[src/rtl/dot_product_stream.sv]
// dot_product_stream: handshaked signed dot product over N/LANES beats, with vector chaining.
// Define DOTP_SAT_EN for saturating accumulation with a sticky ovf; otherwise adds wrap and ovf stays 0.
module dot_product_stream #(
  parameter int N     = 8,
  parameter int WIDTH = 8,
  parameter int LANES = 2,
  parameter int OUT_W = 2*WIDTH+4
)(
  input  logic                    clk,
  input  logic                    rst,
  input  logic                    in_valid,
  output logic                    in_ready,
  input  logic                    in_last,
  input  logic [N*WIDTH-1:0]      A,
  input  logic [N*WIDTH-1:0]      B,
  output logic                    out_valid,
  input  logic                    out_ready,
  output logic signed [OUT_W-1:0] dot_out,
  output logic                    ovf
);
  localparam int BEATS = N / LANES;
  localparam int BW    = BEATS > 1 ? $clog2(BEATS) : 1;
  localparam int SW    = OUT_W + 2*WIDTH + $clog2(LANES) + 2;
  localparam logic signed [SW-1:0] MAXV = SW'({1'b0, {(OUT_W-1){1'b1}}});
  localparam logic signed [SW-1:0] MINV = ~MAXV;
  typedef enum logic [1:0] {IDLE, RUN, DONE} state_t;
  state_t                  state;
  logic [N*WIDTH-1:0]      a_r, b_r;
  logic                    last_r, ovf_r, sat_hit;
  logic [BW-1:0]           beat;
  logic signed [OUT_W-1:0] acc, acc_next;
  logic signed [SW-1:0]    lane_sum, sum;
  logic signed [WIDTH-1:0] ae, be;
  logic signed [2*WIDTH-1:0] p;
  assign in_ready = rst && state == IDLE;
  assign ovf      = ovf_r;
  always_comb begin
    lane_sum = '0;
    ae = '0;
    be = '0;
    p  = '0;
    for (int l = 0; l < LANES; l++) begin
      ae = a_r[(int'(beat)*LANES + l)*WIDTH +: WIDTH];
      be = b_r[(int'(beat)*LANES + l)*WIDTH +: WIDTH];
      p  = (2*WIDTH)'(ae) * (2*WIDTH)'(be);
      lane_sum = lane_sum + SW'(p);
    end
    sum = SW'(acc) + lane_sum;
  end
`ifdef DOTP_SAT_EN
  always_comb begin
    sat_hit  = sum > MAXV || sum < MINV;
    acc_next = sum > MAXV ? MAXV[OUT_W-1:0] : sum < MINV ? MINV[OUT_W-1:0] : sum[OUT_W-1:0];
  end
`else
  logic unused_hi;
  assign unused_hi = ^{sum[SW-1:OUT_W], MAXV, MINV};
  assign sat_hit   = 1'b0;
  assign acc_next  = sum[OUT_W-1:0];
`endif
  always_ff @(posedge clk or negedge rst) begin
    if (!rst) begin
      state     <= IDLE;
      a_r       <= '0;
      b_r       <= '0;
      last_r    <= 1'b0;
      beat      <= '0;
      acc       <= '0;
      ovf_r     <= 1'b0;
      out_valid <= 1'b0;
      dot_out   <= '0;
    end else begin
      case (state)
        IDLE: if (in_valid) begin
          a_r    <= A;
          b_r    <= B;
          last_r <= in_last;
          beat   <= '0;
          state  <= RUN;
        end
        RUN: begin
          acc   <= acc_next;
          ovf_r <= ovf_r | sat_hit;
          beat  <= beat + 1'b1;
          // accumulator and ovf persist into IDLE when chaining
          if (beat == BW'(BEATS-1)) begin
            state     <= last_r ? DONE : IDLE;
            out_valid <= last_r;
            dot_out   <= last_r ? acc_next : dot_out;
          end
        end
        DONE: if (out_ready) begin
          out_valid <= 1'b0;
          acc       <= '0;
          ovf_r     <= 1'b0;
          state     <= IDLE;
        end
        default: state <= IDLE;
      endcase
    end
  end
endmodule

[config.mk]
export PLATFORM = sky130hd
export DESIGN_NAME = dot_product_stream
export DESIGN_NICKNAME = d
export VERILOG_FILES = /design/src/rtl/dot_product_stream.sv
export SDC_FILE = /design/constraint.sdc
export NUM_CORES = 1
export LEC_CHECK = 0
export CORE_ASPECT_RATIO = 0.9
export CORE_MARGIN = 4
export CORE_UTILIZATION = 40
export DETAILED_ROUTE_END_ITERATION = 8
export GPL_ROUTABILITY_DRIVEN = 0
export PLACE_DENSITY = 0.64
export SLEW_MARGIN = 20
export SYNTH_ARGS = -nofsm -noshare
export SYNTH_HDL_FRONTEND = slang
export SYNTH_SLANG_ARGS = --single-unit
[constraint.sdc]
create_clock -name clk -period 8.3 [get_ports clk]
set_clock_uncertainty 0.05 [all_clocks]
set_input_delay 2.49 -clock clk [delete_from_list [all_inputs] [get_ports clk]]
set_output_delay 2.49 -clock clk [all_outputs]
set_load 0.02 [all_outputs]
======== Word-level counts from Yosys, hierarchy flattened ========
Index checks and enable logic that the tools add are counted.
word-level totals
  bits in registers ....................... 174
  output and inout port bits .............. 23
  logic and storage cells ................. 46
operators by class
  shifts and indexed selects .............. 4
  mux-type cells .......................... 12
  $mul .................................... 2
  equal/unequal tests ..................... 6
  add/sub/neg operators ................... 4
  reductions and logical operators ........ 10
operator list
  operator             count
  $shiftx 64x7->8      2
  $shiftx 64x8->8      2
  $pmux 20 s2          1
  $mul 8x8->16         2
  $add 20x17->20       1
  $mux 20              1
  $add 16x16->17       1
  $mux 2               5
  $reduce_and 3->1     3
  $ne 2x2->1 const B   3
  $pmux 2 s3           1
  $reduce_and 2->1     3
  $add 3x1->4 const B  1
  $eq 2x2->1 const B   2
  $pmux 2 s2           1
  $reduce_bool 2->1    2
  $add 2x1->2 const B  1
  $eq 2x1->1 const B   1
  $logic_not 2->1      1
  $mux 1               2
  $pmux 1 s2           1
  $logic_and 1x1->1    1

======== Depth between registers and ports, before layout ========
  depth in word-level cells ............... 6
  gate-level depth with buffers ........... 25

======== Worst setup path after synthesis ========
No wires, ideal clock.
  kind .................................... register to register
  from .................................... register beat[0]
  to ...................................... register dot_out[18]
  period minus slack after synthesis ...... 6746 ps
  slack ................................... 1554 ps
  path buffers ............................ 2
  arrival time ............................ 6569 ps
  cell stages (with the launch flop) ...... 24
  path through ............................ dfrtp_1 buf_6 buf_2 mux4_2 nand2_1 inv_1 fa_1 inv_1 fa_1 inv_1 fa_1 inv_1 fa_1 fa_1 fa_1 inv_1 ha_1 o21ai_1 o2bb2ai_1 a211oi_2 a31oi_1 o31ai_1 xor2_1 mux2_1
on the way
  word-level cells in the longest chain between the ends .. 5
  elaborated cells between the ends (all ways) .. 11
  those cells by class .................... 3 x add/sub; 2 x mul; 1 x eq/ne; 4 x shift; 1 x reduce/logical
ends and longest elaborated chain
  item                                RTL line  text
  start, declared                     30        logic [BW-1:0] beat;
  start signal, assigned              84        beat <= beat + 1'b1;
  $add 3x1->4                         43, 44
  $shiftx 64x8->8 (on tied branches)  43, 44
  $mul 8x8->16                        45        p = (2*WIDTH)'(ae) * (2*WIDTH)'(be);
  $add 16x16->17                      46        lane_sum = lane_sum + SW'(p);
  $add 20x17->20                      48        sum = SW'(acc) + lane_sum;
  end signal, assigned                89        dot_out <= last_r ? acc_next : dot_out;
  end, declared                       18        output logic signed [OUT_W-1:0] dot_out,
Several ways; a longest one is shown, not always the timed one.
A chain may end at the register's enable or synchronous reset.

======== Worst setup path after layout ========
Same ends and word-level chain as after synthesis.

==> metrics.csv <==
stage,metric,value,unit
critical_path,crit_buf_inv,5,
critical_path,cpMostUsedCell,fa_1,
hold_path,min-delay-start,b_r[33],
clocking,cts_buffer_depth,2,
final_layout,area_delta_synth_final,18.8,%
place,post-dp-hpwl,27.1,mm
clocking,cts_resized,0,
timing,maxSlewHeadroom,0.322,
clocking,clkTransAtPathRegs,80,ps
critical_path,critPathKind,flop to flop,
floorplanning,num_rows,64,
floorplanning,dieArea,37900,sq um
critical_path,cp-end-kind,flop,
timing,fin_tns_setup,0,ps
run,cap_violations,0,
floorplanning,core_region_area,34200,sq um
final_layout,nets,1948,
floorplanning,start_util,0.408,
logic_synthesis,synth_top_area_frac,0.312,
route,drt_iter0_drc,649,
global_routing,grt_pass1_vias,10700,
timing,tightestPinTransition,1010,ps
critical_path,cp.arrival,7740,ps
critical_path,worst_path_dominant_cell_family,adder cells,
floorplanning,io_pins,156,
run_status,outcome,finished clean,
critical_path,max_stage_delay,840,ps
global_routing,overflow,0,
critical_path,worstPathMaxFanout,20,
logic_synthesis,yosysUniqueCellTypes,48,
logic_synthesis,synth_xor_area_frac,0.0157,
logic_synthesis,syn_avg_cell_area,9.83,sq um
logic_synthesis,ys_ff_latch,174,
route,drt-total-wl,34.2,mm
timing,finalHoldViolCount,0,
global_routing,grt_max_degree,97,
route,drc_errors,0,
logic_synthesis,syn-num-nets,1811,
hold_path,hp-class,flop to flop,
clocking,clk_latency,460,ps
clocking,post-cts-setup-buffers,0,
logic_synthesis,ys_async_sr_fraction,1.00,
logic_synthesis,synth_mux_area_frac,0.0644,
clocking,cts_buffers,17,
floorplanning,die_h,185,microns
timing,fmax,134,MHz
logic_synthesis,synth_fa_ha_area_frac,0.325,
logic_synthesis,synth_compound_area_frac,0.0399,
clocking,cts_tree,built,
final_layout,drive_gt1_frac,0.0663,
route,vias,9853,
logic_synthesis,netlist_area,13900,sq um
logic_synthesis,synth_area_leaders,"dfrtp_1, fa_1, nand2_1, ha_1, inv_1",
place,dp.cells,1999,
clocking,cts.sinks,174,
timing,period_share,0.899,
logic_synthesis,netlist_instances,1419,
logic_synthesis,synth-edff-count,0,
final_layout,antenna_cells,0,
timing,min_period,7460,ps
clocking,htreeDepth,4,
logic_synthesis,ys_seq_area_frac,0.312,
global_routing,antenna_found_initial,0,
final_layout,nFillCells,3170,
final_layout,utilization,0.485,
critical_path,startpoint_type,flop,
critical_path,r2r_start,beat[0],
critical_path,required,8580,ps
route,antenna_left,0,
clocking,hold_buffers,0,
route,dr.pass1.iters,5,
global_routing,grt_pass1_wl,57.3,mm
route,post_drt_via_cell_ratio,4.85,
logic_synthesis,yosysWarnings,0,
global_routing,grt_usage,0.192,
clocking,cts_root_buf,clkbuf_16,
final_layout,fin_cells,2031,
timing,rsz0062_at_grt,no,
timing,slew_violations,0,
place,port_buffers,154,
critical_path,startpoint,beat[0],
logic_synthesis,synth_top_cell_by_area,dfrtp_1,
logic_synthesis,synth_top_family_by_area,adder cells,
logic_synthesis,synth-simple-area-share,0.165,
floorplanning,dieWidth,205,microns
route,wl_per_cell,16.8,microns
timing,setup_violations,0,
critical_path,crit_slowest_cell,dfrtp_2,
critical_path,crit_chain,mux4_2 > nand2_1 > inv_1 > fa_1 > inv_1 > fa_1 > inv_1 > fa_1 > inv_1 > fa_1 > fa_1 > fa_1 > inv_1 > ha_1 > o21ai_1 > o2bb2ai_1 > a211oi_2 > a31oi_1 > o31ai_1 > xor2_1 > mux2_1,
logic_synthesis,synthFlopType,dfrtp_1,
-- sequential cells by signal, summed over array words and instances, names as in the netlist --
register and cells:
acc 20, beat 2, state 2, b_r 64, last_r 1, a_r 64
dot_out 20, out_valid 1
-- final cells by class --
class / count / area [sq um] / area share
multi-input cells: 962 / 8530 / 0.515
flip-flops and latches: 174 / 4360 / 0.263
repair buffers: 163 / 1610 / 0.0974
inverters: 238 / 893 / 0.0539
well taps: 462 / 578 / 0.0349
clock buffers: 18 / 439 / 0.0265
clock inverters: 14 / 166 / 0.0100
-- per-layer routing --
layer	share of wire	wire [microns]	global-route usage
met1	0.48	16500	0.288
met2	0.45	15300	0.296
met3	0.056	1920	0.0347
met4	0.013	437	0.0407
met5	0	0	0
-- worst reg2reg max path, stage by stage, from the launching register on --
cell	delay (ps)
dfrtp_2	840
mux4_2	730
nand2_1	200
inv_1	90
fa_1	730
inv_1	110
fa_1	540
inv_1	50
fa_1	500
inv_1	50
fa_1	570
fa_1	440
fa_1	500
inv_1	40
ha_1	380
o21ai_1	120
o2bb2ai_1	170
a211oi_2	350
a31oi_1	160
o31ai_1	310
xor2_1	120
mux2_1	290
-- placed cells by master, fill, tap and decap left out, types with 3 or more instances in the layout --
cell type | synthesis | final
nand2_1 | 446 | 445
inv_1 | 238 | 238
fa_1 | 173 | 173
dfrtp_1 | 174 | 173
clkdlybuf4s50_1 | 0 | 153
ha_1 | 86 | 86
and2_1 | 71 | 70
mux4_2 | 30 | 30
nor2_1 | 19 | 19
mux2_2 | 17 | 17
xnor2_1 | 17 | 17
clkbuf_16 | 0 | 17
a22o_1 | 16 | 16
o21ai_0 | 11 | 11
a21oi_1 | 11 | 11
o21ai_1 | 8 | 8
xor2_1 | 8 | 8
buf_4 | 1 | 8
a21o_1 | 6 | 6
clkinv_8 | 0 | 5
or2_2 | 4 | 4
o21a_1 | 4 | 4
inv_8 | 0 | 4
nand2b_1 | 3 | 3
a211o_1 | 3 | 3
inv_6 | 0 | 3
-- through the flow --
step	instance area [sq um]	setup slack (ps)	hold WS, ps
6_report	16600	835	422
5_1_grt	16600	441	435
4_1_cts	16600	867	426
3_5_place_dp	16000	907	407
3_3_place_gp	16000	1060	404
2_1_floorplan	13900	1550	390
-- final timing paths --
check | depth (start not counted) | slack (ps) | endpoint
hold reg to reg | 2 | 420 | b_r[33]
setup / recovery | 21 | 840 | dot_out[18]
hold / removal | 2 | 420 | b_r[33]
setup reg to reg | 21 | 840 | dot_out[18]
min in group asynchronous | 1 | 1910 | b_r[7]
max in group asynchronous | 2 | 5170 | beat[0]
-- synthesized netlist by cell type, types with 2 or more instances --
master,number
nand2_1,446
inv_1,238
dfrtp_1,174
fa_1,173
ha_1,86
and2_1,71
clkbuf_1,38
mux4_2,30
nor2_1,19
mux2_2,17
xnor2_1,17
a22o_1,16
a21oi_1,11
o21ai_0,11
o21ai_1,8
xor2_1,8
a21o_1,6
buf_2,4
o21a_1,4
or2_2,4
a211o_1,3
nand2b_1,3
nand3_1,3
a31oi_1,2
mux2i_1,2
nor2b_1,2
nor3_1,2
-- cells by family (layout without fill, tap and decap cells) --
logic type | Yosys count | count (layout)
muxes | 50 | 50
other | 1 | 1
AOI/OAI and AO/OA | 74 | 74
DFF | 174 | 174
xor gates and xnor gates | 25 | 25
and+or+nand+nor | 553 | 553
adders and majority gates | 259 | 259
buffers and inverters | 283 | 433
Power is not shown: default switching activity piles up to over one toggle a cycle in this logic, so the estimate is an artifact.
